File: src/rtl/load_store_unit_pkg.sv
// rtl/load_store_unit_pkg.sv - size and state encodings shared by the LSU, data memory and decode
package load_store_unit_pkg;

   localparam int MEM_BYTES_DEFAULT = 256;

   localparam logic [1:0] SZ_BYTE = 2'b00;
   localparam logic [1:0] SZ_HALF = 2'b01;
   localparam logic [1:0] SZ_WORD = 2'b10;
   localparam logic [1:0] SZ_ILL  = 2'b11;

   typedef enum logic [1:0] {
      ST_IDLE = 2'd0,
      ST_XFER = 2'd1,
      ST_RESP = 2'd2
   } lsu_state_e;

endpackage

File: src/rtl/load_store_unit.sv
// rtl/load_store_unit.sv - byte-serial, MSB-first initiator for the big-endian data memory port
module load_store_unit
   import load_store_unit_pkg::*;
#(
   parameter int MEM_BYTES = MEM_BYTES_DEFAULT
) (
   input  logic        clk,
   input  logic        rst_n,
   input  logic        req_valid,
   output logic        req_ready,
   input  logic        req_rw,
   input  logic [1:0]  req_size,
   input  logic        req_signed,
   input  logic [31:0] req_addr,
   input  logic [31:0] req_wdata,
   output logic        rsp_valid,
   output logic [31:0] rsp_rdata,
   output logic        rsp_err,
   output logic [31:0] mem_A,
   output logic [31:0] mem_DI,
   input  logic [31:0] mem_DO,
   output logic [1:0]  mem_Size,
   output logic        mem_RW,
   output logic        mem_E
);

   function automatic logic [2:0] size_bytes(input logic [1:0] sz);
      case (sz)
         SZ_BYTE: size_bytes = 3'd1;
         SZ_HALF: size_bytes = 3'd2;
         SZ_WORD: size_bytes = 3'd4;
         default: size_bytes = 3'd0;
      endcase
   endfunction

   function automatic logic [31:0] extend_load(input logic [31:0] v, input logic [2:0] n,
                                               input logic sgn);
      case (n)
         3'd1:    extend_load = {{24{sgn & v[7]}}, v[7:0]};
         3'd2:    extend_load = {{16{sgn & v[15]}}, v[15:0]};
         default: extend_load = v;
      endcase
   endfunction

   lsu_state_e  state_q, state_d;
   logic [1:0]  cnt_q, cnt_d;
   logic [2:0]  nbytes_q, nbytes_d;
   logic        rw_q, rw_d;
   logic        sgn_q, sgn_d;
   logic [31:0] sdata_q, sdata_d;
   logic [31:0] acc_q, acc_d;
   logic        req_ready_q, req_ready_d;
   logic        rsp_valid_q, rsp_valid_d;
   logic        rsp_err_q, rsp_err_d;
   logic [31:0] rsp_rdata_q, rsp_rdata_d;
   logic [31:0] mem_A_q, mem_A_d;
   logic [31:0] mem_DI_q, mem_DI_d;
   logic        mem_RW_q, mem_RW_d;
   logic        mem_E_q, mem_E_d;

   logic [2:0]  req_n;
   logic [32:0] req_last;
   logic        req_err;
   logic [31:0] req_aligned;
   logic [31:0] acc_shift;
   logic        last_byte;
   logic        unused_mem_do;

   // Last byte address in 33 bits so a request wrapping past 2^32 is caught as out of range.
   assign req_n     = size_bytes(req_size);
   assign req_last  = {1'b0, req_addr} + {30'd0, req_n} - 33'd1;
   assign req_err   = (req_size == SZ_ILL) || (req_last > 33'(MEM_BYTES - 1));
   assign acc_shift = {acc_q[23:0], mem_DO[7:0]};
   assign last_byte = ({1'b0, cnt_q} == (nbytes_q - 3'd1));
   assign unused_mem_do = ^mem_DO[31:8];

   // Store data is left-justified once at accept so each byte is simply the top byte of a shifter.
   always_comb begin
      req_aligned = req_wdata;
      case (req_size)
         SZ_BYTE: req_aligned = {req_wdata[7:0], 24'h0};
         SZ_HALF: req_aligned = {req_wdata[15:0], 16'h0};
         default: req_aligned = req_wdata;
      endcase
   end

   always_comb begin
      state_d     = state_q;
      cnt_d       = cnt_q;
      nbytes_d    = nbytes_q;
      rw_d        = rw_q;
      sgn_d       = sgn_q;
      sdata_d     = sdata_q;
      acc_d       = acc_q;
      req_ready_d = req_ready_q;
      rsp_valid_d = 1'b0;
      rsp_err_d   = 1'b0;
      rsp_rdata_d = '0;
      mem_A_d     = '0;
      mem_DI_d    = '0;
      mem_RW_d    = 1'b0;
      mem_E_d     = 1'b0;
      case (state_q)
         ST_IDLE: begin
            req_ready_d = 1'b1;
            if (req_valid && req_ready_q) begin
               req_ready_d = 1'b0;
               rw_d        = req_rw;
               sgn_d       = req_signed;
               nbytes_d    = req_n;
               cnt_d       = '0;
               acc_d       = '0;
               if (req_err) begin
                  state_d     = ST_RESP;
                  rsp_valid_d = 1'b1;
                  rsp_err_d   = 1'b1;
               end else begin
                  state_d  = ST_XFER;
                  mem_A_d  = req_addr;
                  mem_RW_d = req_rw;
                  mem_E_d  = req_rw;
                  mem_DI_d = req_rw ? {24'h0, req_aligned[31:24]} : '0;
                  sdata_d  = {req_aligned[23:0], 8'h0};
               end
            end
         end
         ST_XFER: begin
            acc_d = acc_shift;
            if (last_byte) begin
               // The final byte is folded in straight from mem_DO so the result is ready in RESP.
               state_d     = ST_RESP;
               rsp_valid_d = 1'b1;
               rsp_rdata_d = rw_q ? '0 : extend_load(acc_shift, nbytes_q, sgn_q);
            end else begin
               cnt_d    = cnt_q + 2'd1;
               mem_A_d  = mem_A_q + 32'd1;
               mem_RW_d = rw_q;
               mem_E_d  = rw_q;
               mem_DI_d = rw_q ? {24'h0, sdata_q[31:24]} : '0;
               sdata_d  = {sdata_q[23:0], 8'h0};
            end
         end
         ST_RESP: begin
            state_d     = ST_IDLE;
            req_ready_d = 1'b1;
         end
         default: begin
            state_d     = ST_IDLE;
            req_ready_d = 1'b1;
         end
      endcase
   end

   always_ff @(posedge clk or negedge rst_n) begin
      if (!rst_n) begin
         state_q     <= ST_IDLE;
         cnt_q       <= '0;
         nbytes_q    <= '0;
         rw_q        <= 1'b0;
         sgn_q       <= 1'b0;
         sdata_q     <= '0;
         acc_q       <= '0;
         req_ready_q <= 1'b1;
         rsp_valid_q <= 1'b0;
         rsp_err_q   <= 1'b0;
         rsp_rdata_q <= '0;
         mem_A_q     <= '0;
         mem_DI_q    <= '0;
         mem_RW_q    <= 1'b0;
         mem_E_q     <= 1'b0;
      end else begin
         state_q     <= state_d;
         cnt_q       <= cnt_d;
         nbytes_q    <= nbytes_d;
         rw_q        <= rw_d;
         sgn_q       <= sgn_d;
         sdata_q     <= sdata_d;
         acc_q       <= acc_d;
         req_ready_q <= req_ready_d;
         rsp_valid_q <= rsp_valid_d;
         rsp_err_q   <= rsp_err_d;
         rsp_rdata_q <= rsp_rdata_d;
         mem_A_q     <= mem_A_d;
         mem_DI_q    <= mem_DI_d;
         mem_RW_q    <= mem_RW_d;
         mem_E_q     <= mem_E_d;
      end
   end

   assign req_ready = req_ready_q;
   assign rsp_valid = rsp_valid_q;
   assign rsp_rdata = rsp_rdata_q;
   assign rsp_err   = rsp_err_q;
   assign mem_A     = mem_A_q;
   assign mem_DI    = mem_DI_q;
   assign mem_Size  = SZ_BYTE;
   assign mem_RW    = mem_RW_q;
   assign mem_E     = mem_E_q;

endmodule

File: config.mk
export PLATFORM = sky130hd
export DESIGN_NAME = load_store_unit
export DESIGN_NICKNAME = d
export VERILOG_FILES = /design/src/rtl/load_store_unit_pkg.sv /design/src/rtl/load_store_unit.sv
export SDC_FILE = /design/constraint.sdc
export NUM_CORES = 1
export LEC_CHECK = 0
export ABC_CLOCK_PERIOD_IN_PS = 6900
export BUFFER_PORTS_ARGS = -buffer_cell sky130_fd_sc_hd__buf_2
export CORE_MARGIN = 8
export CORE_UTILIZATION = 50
export CTS_CLUSTER_SIZE = 16
export DETAILED_ROUTE_END_ITERATION = 8
export GPL_TIMING_DRIVEN = 1
export PLACE_DENSITY = 0.84
export REMOVE_ABC_BUFFERS = 1
export SYNTH_ARGS = -nofsm -noshare
export SYNTH_HDL_FRONTEND = slang
export SYNTH_SLANG_ARGS = --single-unit
File: constraint.sdc
create_clock -name clk -period 6.9 [get_ports clk]
set_input_delay 0.345 -clock clk [delete_from_list [all_inputs] [get_ports clk]]
set_output_delay 0.345 -clock clk [all_outputs]
set_load 0.01 [all_outputs]
==> metrics.txt <==
Worst Setup Slack post-DPL=0.978 ns; clock buffer depth=2; Logic pwr share=17.3%; MaxCap Viol Count=0; Die Area=21,500 um2; FF-to-FF path depth=4; Final Cycle Share=80.2%; via count of the first global-routing pass=7,592; Crit path largest cell delay=0.84 ns; asr flop ratio synth=100%; post-synthesis adder-cell area fraction=under 10%; clock latency on the worst-skew pair=around 0.42 ns; Max Clk Rate=0.181 GHz; H-tree depth=4; largest fanout on the critical path=17; Clock power frac=45.0%; Int Power=0.00151 W; RR Endpoint=rsp_rdata[21]; final setup fails=0; fin crit period=5.53 ns; initial antenna violation count=0; sequential element share of the synthesized area=39.0%; R2R setup slack=around 3.8 ns; antenna-violating nets left=0; worst-path cell chain=buf_2 -> nor2b_1 -> inv_1 -> ha_1 -> inv_1 -> ha_1 -> fa_1 -> a211oi_1 -> o211ai_1 -> a21oi_2 -> o21ai_1 -> a21oi_1 -> nor3_1 -> or4_1 -> or4_1 -> nand2_4 -> mux2_2; Inserted Diodes=0; chip height=147 um; Cell Area, Synth=8530 um2; CP required=7.20 ns; clock sink count=133; die width=147 um; gr ovfl total=0; YS warnings=0; CP top delay family=simple AND/OR/NAND/NOR gates; Mapped Cells=about 1,000; Post-synth EDFFs=0; mux cell area share after synthesis=between 5 and 6%; post-CTS sizing=0; final setup TNS=0 ns; hold violation count in the final report=0; maximum VDD drop=0.000182 V; TritonCTS clock tree=done; Buf+Inv Stages, Crit Path=3; top cells by area, synth=dfrtp_1 39%, nand2_1 6.4%, ha_1 5.6%; Sw Share=29.1%; critical path capture point type=flip-flop; via count=7,669; Leakage Power=4.78 nW; final count of pins violating max slew=0; Total GRT Usage=between 20% and 30%; GP Congestion=about 0.93; area grow syn2layout=16.2%; Hold Buf Count CTS=1; setup repair bufs after CTS=0; first-pass GRT wire length=38,900 um; CP arrival=5.83 ns; largest family of logic cells by synthesized area=compound AO/OA/AOI/OAI gates; outcome=finished clean; Core Region=16,600 um2; critical path class=primary input to flip-flop; Worst-Margin Slew=1.20 ns; Final #Nets=1,243; Root Buffer=clkbuf_16; I/O Buffers=155; worst r2r src=state_q[1]; RSZ-0062 raised after global routing=false; clock slew at reported path FFs=0.06 ns; Synth Area in XOR/XNOR=4.10%; part of the power in registers=around 38%; Most used DFF post-synth=dfrtp_1; DR pass1 iterations=5; Worst Hold Launch=req_signed; flops & latches, synth=133; Yosys top cell area share=38.7%; Clock Skew=a little over 0.009 ns; Syn Area/Cell=8.72 um2; Hold Crit Depth=3; drt initial violations=490; row count=47; # DRC=0; Pwr Density=214 nW/um2; complex-gate fraction of the synthesized area=roughly a fifth; DP HPWL=17,800 um; Hold Path Class=primary input to flip-flop; largest net degree at the start of global routing=between 70 and 80; CP Launch Type=primary input; Hold EP=sgn_q; initial core utilization=around half; Unique masters post-synth=70; Critical-path top delay cell=nor2b_1; share of layout cells above drive strength 1=20.6%; final setup margin=1.37 ns; post-synth top area cell=dfrtp_1; Sw Pwr=0.000619 W; drt wl/cell=18.1 um; Num CTS Buffers=17; Simple-Gate Fraction of Synth Area=18.6%; Vias per Instance=5.75; drt total wl=approximately 24,000 um; Slew HR=19.6%; num ports=206
-- synthesized netlist by cell type (all sizes together) (7+ instances only) --
cell    count
and2       12
nand3      34
o211ai     11
a221oi     10
nor2       65
xnor2      18
and3        7
nand4      24
mux2       22
clkbuf     41
ha         38
nand2b      7
o31ai       9
buf        40
nand2     146
mux2i      23
o22ai      35
o21a       20
o21bai      7
inv        55
nor3       15
dfrtp     132
xor2       22
o21ai      47
a211oi     10
a21oi      51
a21o       12
-- layout by cell type, fill, tap and decap left out, types with 10 or more instances in the layout --
| master | count |
|---|---|
| xor2_1 | 22 |
| o21ai_0 | 46 |
| conb_1 | 26 |
| mux2i_1 | 23 |
| xnor2_1 | 18 |
| and2_1 | 12 |
| nor2_1 | 65 |
| clkbuf_16 | 17 |
| nand3_1 | 34 |
| o22ai_1 | 35 |
| mux2_2 | 13 |
| nor3_1 | 15 |
| a21o_1 | 12 |
| a21oi_1 | 48 |
| a221oi_1 | 10 |
| inv_1 | 55 |
| o21a_1 | 20 |
| dfrtp_1 | 132 |
| nand4_1 | 24 |
| ha_1 | 38 |
| o211ai_1 | 11 |
| buf_2 | 154 |
| nand2_1 | 145 |
-- power by group through the flow --
stage,Sequential (W),Combinational (W),Clock [W]
after global placement,0.000814,0.000355,0
after floorplan,0.000813,0.000243,0
after CTS,0.000800,0.000363,0.000968
after global routing,0.000802,0.000407,0.00100
final,0.000801,0.000368,0.000957
after detailed placement,0.000815,0.000360,0
-- registers in the layout, summed over array words and instances, names as in the netlist --
name / count
mem_E: 1
mem_DI: 8
state_q: 2
sdata_q: 24
acc_q: 24
rw_q: 1
cnt_q: 2
mem_A: 32
rsp_rdata: 32
req_ready: 1
rsp_err: 1
nbytes_q: 3
rsp_valid: 1
sgn_q: 1
-- worst register-to-register path, stage by stage (launching register included) --
cell	delay (ns)
dfrtp_1	0.42
nand2b_2	0.65
or3_1	0.72
a21oi_1	0.97
o21a_1	0.26
-- how the worst max path moves through the flow --
| stage | startpoint | endpoint | slack, ns | cells past startpoint |
|---|---|---|---|---|
| floorplan | req_size[0] | sdata_q[16] | 1.66 | 16 |
| global placement | req_size[1] | sdata_q[19] | 1.11 | 17 |
| detailed placement | req_size[1] | sdata_q[16] | 0.98 | 17 |
| CTS | req_size[1] | sdata_q[19] | 1.40 | 17 |
| global route | req_size[1] | sdata_q[16] | 1.04 | 17 |
| finish | req_size[0] | sdata_q[19] | 1.37 | 17 |
-- cells by family (layout without fill, tap and decap cells) --
group | count (synthesis) | after routing
AO/OA/AOI/OAI | 243 | 243
XOR/XNOR | 40 | 40
adder cells (fa/ha/maj) | 39 | 39
buffers and inverters | 136 | 246
flip-flops | 133 | 133
multiplexers | 45 | 45
other | 1 | 26
AND/OR/NAND/NOR | 342 | 342
-- metrics by stage --
step | power [W] | util (%) | hold slack (ns) | cells | cell area [um2]
after CTS | 0.00213 | 59.6 | 0.132 | 1334 | 9920
after detailed placement | 0.00117 | 55.8 | 0.353 | 1301 | 9290
after floorplan | 0.00106 | - | 0.0494 | 923 | 8200
after global routing | 0.00221 | 59.6 | 0.143 | 1334 | 9920
after global placement | 0.00117 | 55.8 | 0.345 | 1301 | 9290
final | 0.00213 | 59.6 | 0.140 | 1334 | 9920
-- area by class of cell --
type / count / area (um2)
tap: 220 / 275
clock buffer: 18 / 429
clock inverter: 14 / 188
inverter: 55 / 206
fill: 1442 / 6730
multi-input combinational: 735 / 4670
timing repair buffer: 159 / 815
sequential: 133 / 3330
-- routing by layer --
metal	vias to the layer above	track usage [%]	share of wire, %
met5	-	0	0
met2	272	36.1	48
met1	3674	27.8	43
met4	0	8.91	3.1
met3	46	4.98	5.9
li1	3677	-	-
Note: power is estimated with default switching activity, not from simulation.
